## src/rtl/vga_timing_gen_if.sv

```systemverilog
// Pixel position / colour / video bus between the timing generator and its neighbours.
interface vga_timing_gen_if;
  logic [9:0] colPos;
  logic [9:0] rowPos;
  logic       pix_en;
  logic [5:0] color_in;
  logic       hsync_n;
  logic       vsync_n;
  logic [5:0] rgb_out;
  logic       video_on;
  logic       frame_start;

  // Timing generator side
  modport master (
    output colPos, rowPos, pix_en, hsync_n, vsync_n, rgb_out, video_on, frame_start,
    input  color_in
  );

  // Pixel generator / DAC side
  modport slave (
    input  colPos, rowPos, pix_en, hsync_n, vsync_n, rgb_out, video_on, frame_start,
    output color_in
  );
endinterface

```

## src/rtl/vga_timing_gen.sv

```systemverilog
// Raster timing generator and video output stage. Sweeps the pixel raster,
// publishes the position, samples the colour reply and drives blanked RGB
// plus active-low syncs delayed to stay aligned with the colour path.
module vga_timing_gen #(
  parameter int unsigned H_ACTIVE  = 640,
  parameter int unsigned H_FP      = 16,
  parameter int unsigned H_SYNC    = 96,
  parameter int unsigned H_BP      = 48,
  parameter int unsigned V_ACTIVE  = 480,
  parameter int unsigned V_FP      = 10,
  parameter int unsigned V_SYNC    = 2,
  parameter int unsigned V_BP      = 33,
  parameter int unsigned CLK_DIV   = 1,
  parameter int unsigned COLOR_LAT = 1
) (
  input  logic              clk,
  input  logic              rst_n,
  vga_timing_gen_if.master  vga
);

  localparam int unsigned POS_W    = 10;
  localparam int unsigned COLOR_W  = 6;
  localparam int unsigned DIV_W    = 3;
  localparam int unsigned H_TOTAL  = H_ACTIVE + H_FP + H_SYNC + H_BP;
  localparam int unsigned V_TOTAL  = V_ACTIVE + V_FP + V_SYNC + V_BP;
  localparam int unsigned HS_START = H_ACTIVE + H_FP;
  localparam int unsigned HS_END   = HS_START + H_SYNC - 1;
  localparam int unsigned VS_START = V_ACTIVE + V_FP;
  localparam int unsigned VS_END   = VS_START + V_SYNC - 1;

  logic [DIV_W-1:0]   div_cnt;
  logic               pix_en;
  logic [POS_W-1:0]   col_q;
  logic [POS_W-1:0]   row_q;
  logic               act_raw;
  logic               hs_raw;
  logic               vs_raw;
  logic [COLOR_LAT-1:0] act_q;
  logic [COLOR_LAT-1:0] hs_n_q;
  logic [COLOR_LAT-1:0] vs_n_q;
  logic [COLOR_LAT:0]   act_chain;
  logic [COLOR_LAT:0]   hs_n_chain;
  logic [COLOR_LAT:0]   vs_n_chain;
  logic [COLOR_W-1:0] rgb_q;
  logic               frame_start_q;

  // Pixel strobe: last count of the clock divider
  assign pix_en = (div_cnt == DIV_W'(CLK_DIV - 1));

  // Clock divider, wraps on the pixel strobe
  always_ff @(posedge clk or negedge rst_n) begin
    if (!rst_n) begin
      div_cnt <= '0;
    end else if (pix_en) begin
      div_cnt <= '0;
    end else begin
      div_cnt <= div_cnt + DIV_W'(1);
    end
  end

  // Raster counters; they keep running through blanking
  always_ff @(posedge clk or negedge rst_n) begin
    if (!rst_n) begin
      col_q <= '0;
      row_q <= '0;
    end else if (pix_en) begin
      if (col_q == POS_W'(H_TOTAL - 1)) begin
        col_q <= '0;
        if (row_q == POS_W'(V_TOTAL - 1)) begin
          row_q <= '0;
        end else begin
          row_q <= row_q + POS_W'(1);
        end
      end else begin
        col_q <= col_q + POS_W'(1);
      end
    end
  end

  // Undelayed region decode of the current position
  assign act_raw = (col_q < POS_W'(H_ACTIVE)) && (row_q < POS_W'(V_ACTIVE));
  assign hs_raw  = (col_q >= POS_W'(HS_START)) && (col_q <= POS_W'(HS_END));
  assign vs_raw  = (row_q >= POS_W'(VS_START)) && (row_q <= POS_W'(VS_END));

  // Bit 0 is the live decode, bit k is the k-pixel delayed copy
  assign act_chain  = {act_q, act_raw};
  assign hs_n_chain = {hs_n_q, ~hs_raw};
  assign vs_n_chain = {vs_n_q, ~vs_raw};

  // Delay line keeps syncs and video_on aligned with the colour reply
  always_ff @(posedge clk or negedge rst_n) begin
    if (!rst_n) begin
      act_q  <= '0;
      hs_n_q <= '1;
      vs_n_q <= '1;
    end else if (pix_en) begin
      act_q  <= act_chain[COLOR_LAT-1:0];
      hs_n_q <= hs_n_chain[COLOR_LAT-1:0];
      vs_n_q <= vs_n_chain[COLOR_LAT-1:0];
    end
  end

  // Blanked colour register; the stage entering the last delay slot selects visibility
  always_ff @(posedge clk or negedge rst_n) begin
    if (!rst_n) begin
      rgb_q <= '0;
    end else if (pix_en) begin
      rgb_q <= act_chain[COLOR_LAT-1] ? vga.color_in : '0;
    end
  end

  // One-clk pulse on the edge that returns the raster to (0,0)
  always_ff @(posedge clk or negedge rst_n) begin
    if (!rst_n) begin
      frame_start_q <= 1'b0;
    end else begin
      frame_start_q <= pix_en && (col_q == POS_W'(H_TOTAL - 1)) &&
                       (row_q == POS_W'(V_TOTAL - 1));
    end
  end

  assign vga.colPos      = col_q;
  assign vga.rowPos      = row_q;
  assign vga.pix_en      = pix_en;
  assign vga.hsync_n     = hs_n_chain[COLOR_LAT];
  assign vga.vsync_n     = vs_n_chain[COLOR_LAT];
  assign vga.video_on    = act_chain[COLOR_LAT];
  assign vga.rgb_out     = rgb_q;
  assign vga.frame_start = frame_start_q;

endmodule
```

## src/flat_wrapper.sv

```systemverilog
// flat-port wrapper written by rule: the top's interface ports become plain ports
module vga_timing_gen_flat 
#(
  parameter int unsigned H_ACTIVE  = 640,
  parameter int unsigned H_FP      = 16,
  parameter int unsigned H_SYNC    = 96,
  parameter int unsigned H_BP      = 48,
  parameter int unsigned V_ACTIVE  = 480,
  parameter int unsigned V_FP      = 10,
  parameter int unsigned V_SYNC    = 2,
  parameter int unsigned V_BP      = 33,
  parameter int unsigned CLK_DIV   = 1,
  parameter int unsigned COLOR_LAT = 1
)
  (clk, rst_n, vga_colPos, vga_rowPos, vga_pix_en, vga_hsync_n, vga_vsync_n, vga_rgb_out, vga_video_on, vga_frame_start, vga_color_in);
  vga_timing_gen_if vga_i ();
  input  logic clk;
  input  logic rst_n;
  output wire logic [$bits(vga_i.colPos)-1:0] vga_colPos;
  output wire logic [$bits(vga_i.rowPos)-1:0] vga_rowPos;
  output wire logic [$bits(vga_i.pix_en)-1:0] vga_pix_en;
  output wire logic [$bits(vga_i.hsync_n)-1:0] vga_hsync_n;
  output wire logic [$bits(vga_i.vsync_n)-1:0] vga_vsync_n;
  output wire logic [$bits(vga_i.rgb_out)-1:0] vga_rgb_out;
  output wire logic [$bits(vga_i.video_on)-1:0] vga_video_on;
  output wire logic [$bits(vga_i.frame_start)-1:0] vga_frame_start;
  input wire logic [$bits(vga_i.color_in)-1:0] vga_color_in;
  assign vga_colPos = vga_i.colPos;
  assign vga_rowPos = vga_i.rowPos;
  assign vga_pix_en = vga_i.pix_en;
  assign vga_hsync_n = vga_i.hsync_n;
  assign vga_vsync_n = vga_i.vsync_n;
  assign vga_rgb_out = vga_i.rgb_out;
  assign vga_video_on = vga_i.video_on;
  assign vga_frame_start = vga_i.frame_start;
  assign vga_i.color_in = vga_color_in;
  vga_timing_gen #(.H_ACTIVE(H_ACTIVE), .H_FP(H_FP), .H_SYNC(H_SYNC), .H_BP(H_BP), .V_ACTIVE(V_ACTIVE), .V_FP(V_FP), .V_SYNC(V_SYNC), .V_BP(V_BP), .CLK_DIV(CLK_DIV), .COLOR_LAT(COLOR_LAT)) u_core (.clk(clk), .rst_n(rst_n), .vga(vga_i));
endmodule
```

## config.mk

```make
export PLATFORM = sky130hd
export DESIGN_NAME = vga_timing_gen_flat
export DESIGN_NICKNAME = d
export VERILOG_FILES = /design/src/rtl/vga_timing_gen_if.sv /design/src/rtl/vga_timing_gen.sv /design/src/flat_wrapper.sv
export SDC_FILE = /design/constraint.sdc
export NUM_CORES = 1
export LEC_CHECK = 0
export CELL_PAD_IN_SITES_DETAIL_PLACEMENT = 2
export CELL_PAD_IN_SITES_GLOBAL_PLACEMENT = 2
export CORE_ASPECT_RATIO = 2
export CORE_MARGIN = 2
export CORE_UTILIZATION = 34
export CTS_BUF_LIST = sky130_fd_sc_hd__clkbuf_4
export DETAILED_ROUTE_END_ITERATION = 8
export PLACE_DENSITY = 0.93
export SETUP_SLACK_MARGIN = 0.3
export SLEW_MARGIN = 5
export SYNTH_ARGS = -nofsm -noshare
export SYNTH_HDL_FRONTEND = slang
export SYNTH_SLANG_ARGS = --single-unit
export TNS_END_PERCENT = 1
```

## constraint.sdc

```tcl
create_clock -name clk -period 3.7 [get_ports clk]
set_clock_uncertainty 0.2 [all_clocks]
set_input_delay 0.37 -clock clk [delete_from_list [all_inputs] [get_ports clk]]
set_output_delay 0.37 -clock clk [all_outputs]
set_load 0.05 [all_outputs]
```

Yosys cells after proc, flatten, opt, wreduce, memory -nomap -nowiden

Index checks and enable logic that the tools add are counted.

Logic and storage cells: 32
Flip-flop bits (word level): 33

$lt $le $gt $ge: 6
Equal/unequal tests: 2
Bitwise logic cells: 2
Reduce and logical (&&, ||, !) cells: 7
Multiplexer cells: 4
Add/sub/neg operators: 3

Operator list:

| kind                    | count |
|---|---|
| $add A10 B1 Y10 const B | 2 |
| $eq A10 B10 Y1 const B  | 2 |
| $mux W10                | 2 |
| $ge A10 B10 Y1 const B  | 1 |
| $ge A10 B9 Y1 const B   | 1 |
| $le A10 B10 Y1 const B  | 1 |
| $le A10 B9 Y1 const B   | 1 |
| $lt A10 B10 Y1 const B  | 1 |
| $lt A10 B9 Y1 const B   | 1 |
| $mux W6                 | 1 |
| $logic_and A1 B1 Y1     | 5 |
| $add A3 B1 Y3 const B   | 1 |
| $logic_not A3 Y1        | 1 |
| $mux W3                 | 1 |
| $not A1 Y1              | 2 |
| $reduce_and A2 Y1       | 1 |

Logic depth before layout (Yosys ltp)

Depth after elaboration: 3
Depth in mapped cells: 8
Depth with buffers taken out: 7

Worst setup path after synthesis

Ideal clock, no wire load.

Kind: register to register
Start point: register u_core.col_q[0] (netlist: u_core.vga.colPos[0])
End point: register u_core.row_q[8] (netlist: u_core.vga.rowPos[8])
Period minus slack after synthesis: 2.037 ns
Required time: 3.418 ns
Path slack: 1.663 ns
Cell stages (with the launch flop): 7
Arrival: 1.755 ns
Path through: dfrtp_1 ha_1 and3_2 nand4_2 buf_6 nor4_4 xor2_1

Word-level cells in the longest chain between the ends: 2

Ends and longest elaborated chain:

| element                     | line                 | RTL |
|---|---|---|
| start, declared             | vga_timing_gen.sv:33 | `logic [POS_W-1:0] col_q;` |
| start signal, assigned      | vga_timing_gen.sv:75 | `col_q <= col_q + POS_W'(1);` |
| $eq A10 B10 Y1              | vga_timing_gen.sv:67 | `if (col_q == POS_W'(H_TOTAL - 1)) begin` |
| $reduce_and A2 Y1 (no line) | --                   |  |
| end signal, assigned        | vga_timing_gen.sv:72 | `row_q <= row_q + POS_W'(1);` |
| end, declared               | vga_timing_gen.sv:34 | `logic [POS_W-1:0] row_q;` |

Every way passes these cells.
A chain may end at the register's enable or synchronous reset.

Worst setup path after layout

Start point: register u_core.div_cnt[0]
End point: output vga_pix_en

Word-level cells in the longest chain between the ends: 1

Ends and longest elaborated chain:

| element                | line                 | RTL |
|---|---|---|
| start, declared        | vga_timing_gen.sv:31 | `logic [DIV_W-1:0] div_cnt;` |
| start signal, assigned | vga_timing_gen.sv:57 | `div_cnt <= div_cnt + DIV_W'(1);` |
| $logic_not A3 Y1       | vga_timing_gen.sv:48 | `assign pix_en = (div_cnt == DIV_W'(CLK_DIV - 1));` |
| end, declared          | flat_wrapper.sv:21   | `output wire logic [$bits(vga_i.pix_en)-1:0] vga_pix_en;` |

Every way passes these cells.

==> results.tsv <==
metric	value	unit
syn_nets	167	
finalCriticalPeriod	3.13	ns
cts_resized	0	
via_per_inst	5.26	
grt_usage	19.5	%
ys_warn_count	0	
p_sw_share	25.0	%
drv_slew	0	
grt_pass1_wl	7.51	mm
core_area	0.00460	sq mm
post-place-ws	0.942	ns
p_comb_share	6.2	%
synth_top_area_share	48.2	%
start_kind	register	
rsz0062_at_grt	no	
setup_tns	0	ns
clock_sinks	33	
gp_congestion	0.787	
clkSlewWorstSetupHoldPaths	0.11	ns
fill_cells	498	
tightest_slew	0.514	ns
drc	0	
cts_tree	built	
worstReg2RegStart	u_core.div_cnt[0]$_DFF_PN0_	
cts_setup_buffers	0	
r2r-end	u_core.vga.rowPos[9]$_DFFE_PN0P_	
p_clk_share	33.9	%
grt_max_degree	34	
vias	1310	
dieHeight	101	um
hold_viol	0	
ys_seq_area_share	51.5	%
netSwitchingPower	0.153	mW
multi_input_area	712	sq um
endpoint_kind	output pin	
peakVddDrop	0.199	mV
rrSetupSlack	1.11	ns
clk_path_buf_depth	2	
cap_viol_max_count	0	
placedCellCount	241	
critPathRequiredTime	3.13	ns
critPathKind	reg2out	
slew_headroom	65.6	%
grt_overflow	0	
reg2regPathDepth	7	
p_per_area	293	mW/mm^2
drive_gt1_share	10.3	%
ys_ff_latch	33	
num_rows	35	
power.internal	0.458	mW
nets	208	
leakagePower	0.952	nW
drt_wl_total	4.69	mm
worstSkewPairLatency	0.35	ns
ys_top_cells_by_area	dfrtp_1 (48%), ha_1 (5.4%), xor2_1 (3.8%)	
finish.utilization	45.4	%
layout_setup_ws	0.569	ns
synth_top_area_cell	dfrtp_1	
ys.flop_type	dfrtp_1	
seqCellArea	828	sq um
area_growth	30.0	%
hold_class	in2async	
postCtsHoldBufs	0	
firstDrtPassIters	4	
setup_viol	0	
post-dp-hpwl	3.58	mm
fp.dieArea	0.00533	sq mm
io_pins	39	
async_flop_share	100	%
drt-initial-drc-count	12	
antenna_found_initial	0	
cp-startpoint	u_core.div_cnt[0]$_DFF_PN0_	
io_buffers	38	
fin_crit_sh	84.6	%
critPathMaxFanout	13	
ant_nets	0	
pwr-share-seq	59.9	%
numCtsBuffers	5	
synth_edf_count	0	
root_buffer	clkbuf_4	
syn_inst	152	
whs	0.212	ns
arrival	2.56	ns
cts_max_level	2	
die_w	52.6	um
synth_area	0.00161	sq mm
synth_cell_types	37	
grt_pass1_vias	1487	
post_drt_wl_per_cell	18.8	um
fmax	319	MHz
syn_avg_cell_area	10.6	sq um
num_antenna_cells	0	
status	finished, final reports clean	
initial_core_util	35.0	%
final_cells	249	
## cell type report
class                      instances  share of cell area [%]
inverter                          10                    1.80
sequential                        33                    39.6
timing repair buffer              39                    18.6
tap                               55                    3.29
multi-input combinational        104                    34.1
clock buffer                       6                    2.16
clock inverter                     2                   0.479
## cell usage in the layout (no fill, tap or decap), types with 3 or more instances in the layout
| cell | n |
|---|---|
| and4_1 | 3 |
| dfrtp_1 | 31 |
| clkdlybuf4s50_1 | 38 |
| o21ai_0 | 11 |
| nand4_1 | 3 |
| nand3_1 | 10 |
| xnor2_1 | 3 |
| nor3_1 | 4 |
| clkbuf_4 | 6 |
| and2_1 | 3 |
| a22o_1 | 6 |
| nand2_1 | 15 |
| xor2_1 | 7 |
| inv_1 | 10 |
| ha_1 | 7 |
| nor2_1 | 8 |
| and3_2 | 3 |
## registers in the layout, indices dropped and copies added, names as in the netlist
| register | count |
|---|---|
| u_core.vga.frame_start | 1 |
| u_core.vga.video_on | 1 |
| u_core.vga.rowPos | 10 |
| u_core.vga.vsync_n | 1 |
| u_core.vga.rgb_out | 6 |
| u_core.div_cnt | 3 |
| u_core.vga.hsync_n | 1 |
| u_core.vga.colPos | 10 |
## worst max-delay path, cell delays in order, from the launching register on
cell and delay (ns):
dfrtp_1 0.42, inv_1 0.07, ha_1 0.20, nand2b_1 0.29, inv_1 0.37, clkdlybuf4s50_1 0.87
## how the worst max path moves through the flow
| stage | endpoint | slack [ns] | cells past startpoint |
|---|---|---|---|
| CTS | vga_pix_en | 0.54 | 5 |
| global route | vga_pix_en | 0.43 | 5 |
| finish | vga_pix_en | 0.57 | 5 |
| global placement | vga_pix_en | 1.04 | 5 |
| detailed placement | vga_pix_en | 0.94 | 5 |
| floorplan | u_core.vga.rowPos[8]$_DFFE_PN0P_ | 1.66 | 6 |
## power groups by stage
stage / Sequential (mW) / Combinational [mW] / Clock (mW)
after floorplan: 0.385 / 0.00292 / 0
after global placement: 0.373 / 0.0376 / 0
after detailed placement: 0.373 / 0.0385 / 0
after CTS: 0.366 / 0.0386 / 0.219
after global routing: 0.367 / 0.0400 / 0.230
final: 0.366 / 0.0376 / 0.208
## kinds of logic (layout without fill, tap and decap cells)
| group | count (synthesis) | after routing | share of synthesized area [%] |
|---|---|---|---|
| mux | 2 | 2 | 1.32 |
| fa+ha+maj | 7 | 7 | 5.45 |
| simple gates | 58 | 58 | 20.9 |
| compound gates | 27 | 27 | 11.1 |
| flops | 33 | 33 | 51.5 |
| buf+inv | 15 | 57 | 4.20 |
| xor+xnor | 10 | 10 | 5.45 |
## synth_stat cells, drive strengths merged (3+ instances only)
| library cell | n |
|---|---|
| o21ai | 11 |
| nor2 | 8 |
| xnor2 | 3 |
| nand4 | 4 |
| nor3 | 4 |
| ha | 7 |
| and2 | 3 |
| and4 | 3 |
| xor2 | 7 |
| dfrtp | 31 |
| buf | 4 |
| nand3 | 10 |
| nand2 | 15 |
| and3 | 4 |
| a22o | 6 |
| inv | 10 |
## per-stage QoR
stage	total power [mW]	instance area (sq um)
floorplan	0.388	1610
global placement	0.410	2030
detailed placement	0.412	2030
CTS	0.624	2090
global route	0.637	2090
finish	0.611	2090
## layer usage
metal | up-vias | share of wire, % | track usage (%)
met5 | - | 0 | 0
met4 | 0 | 2.0 | 8.28
met3 | 8 | 2.9 | 3.24
met2 | 28 | 60 | 36.4
met1 | 662 | 35 | 20.3
li1 | 612 | - | -
No activity file was read; power rests on OpenSTA's default activity.
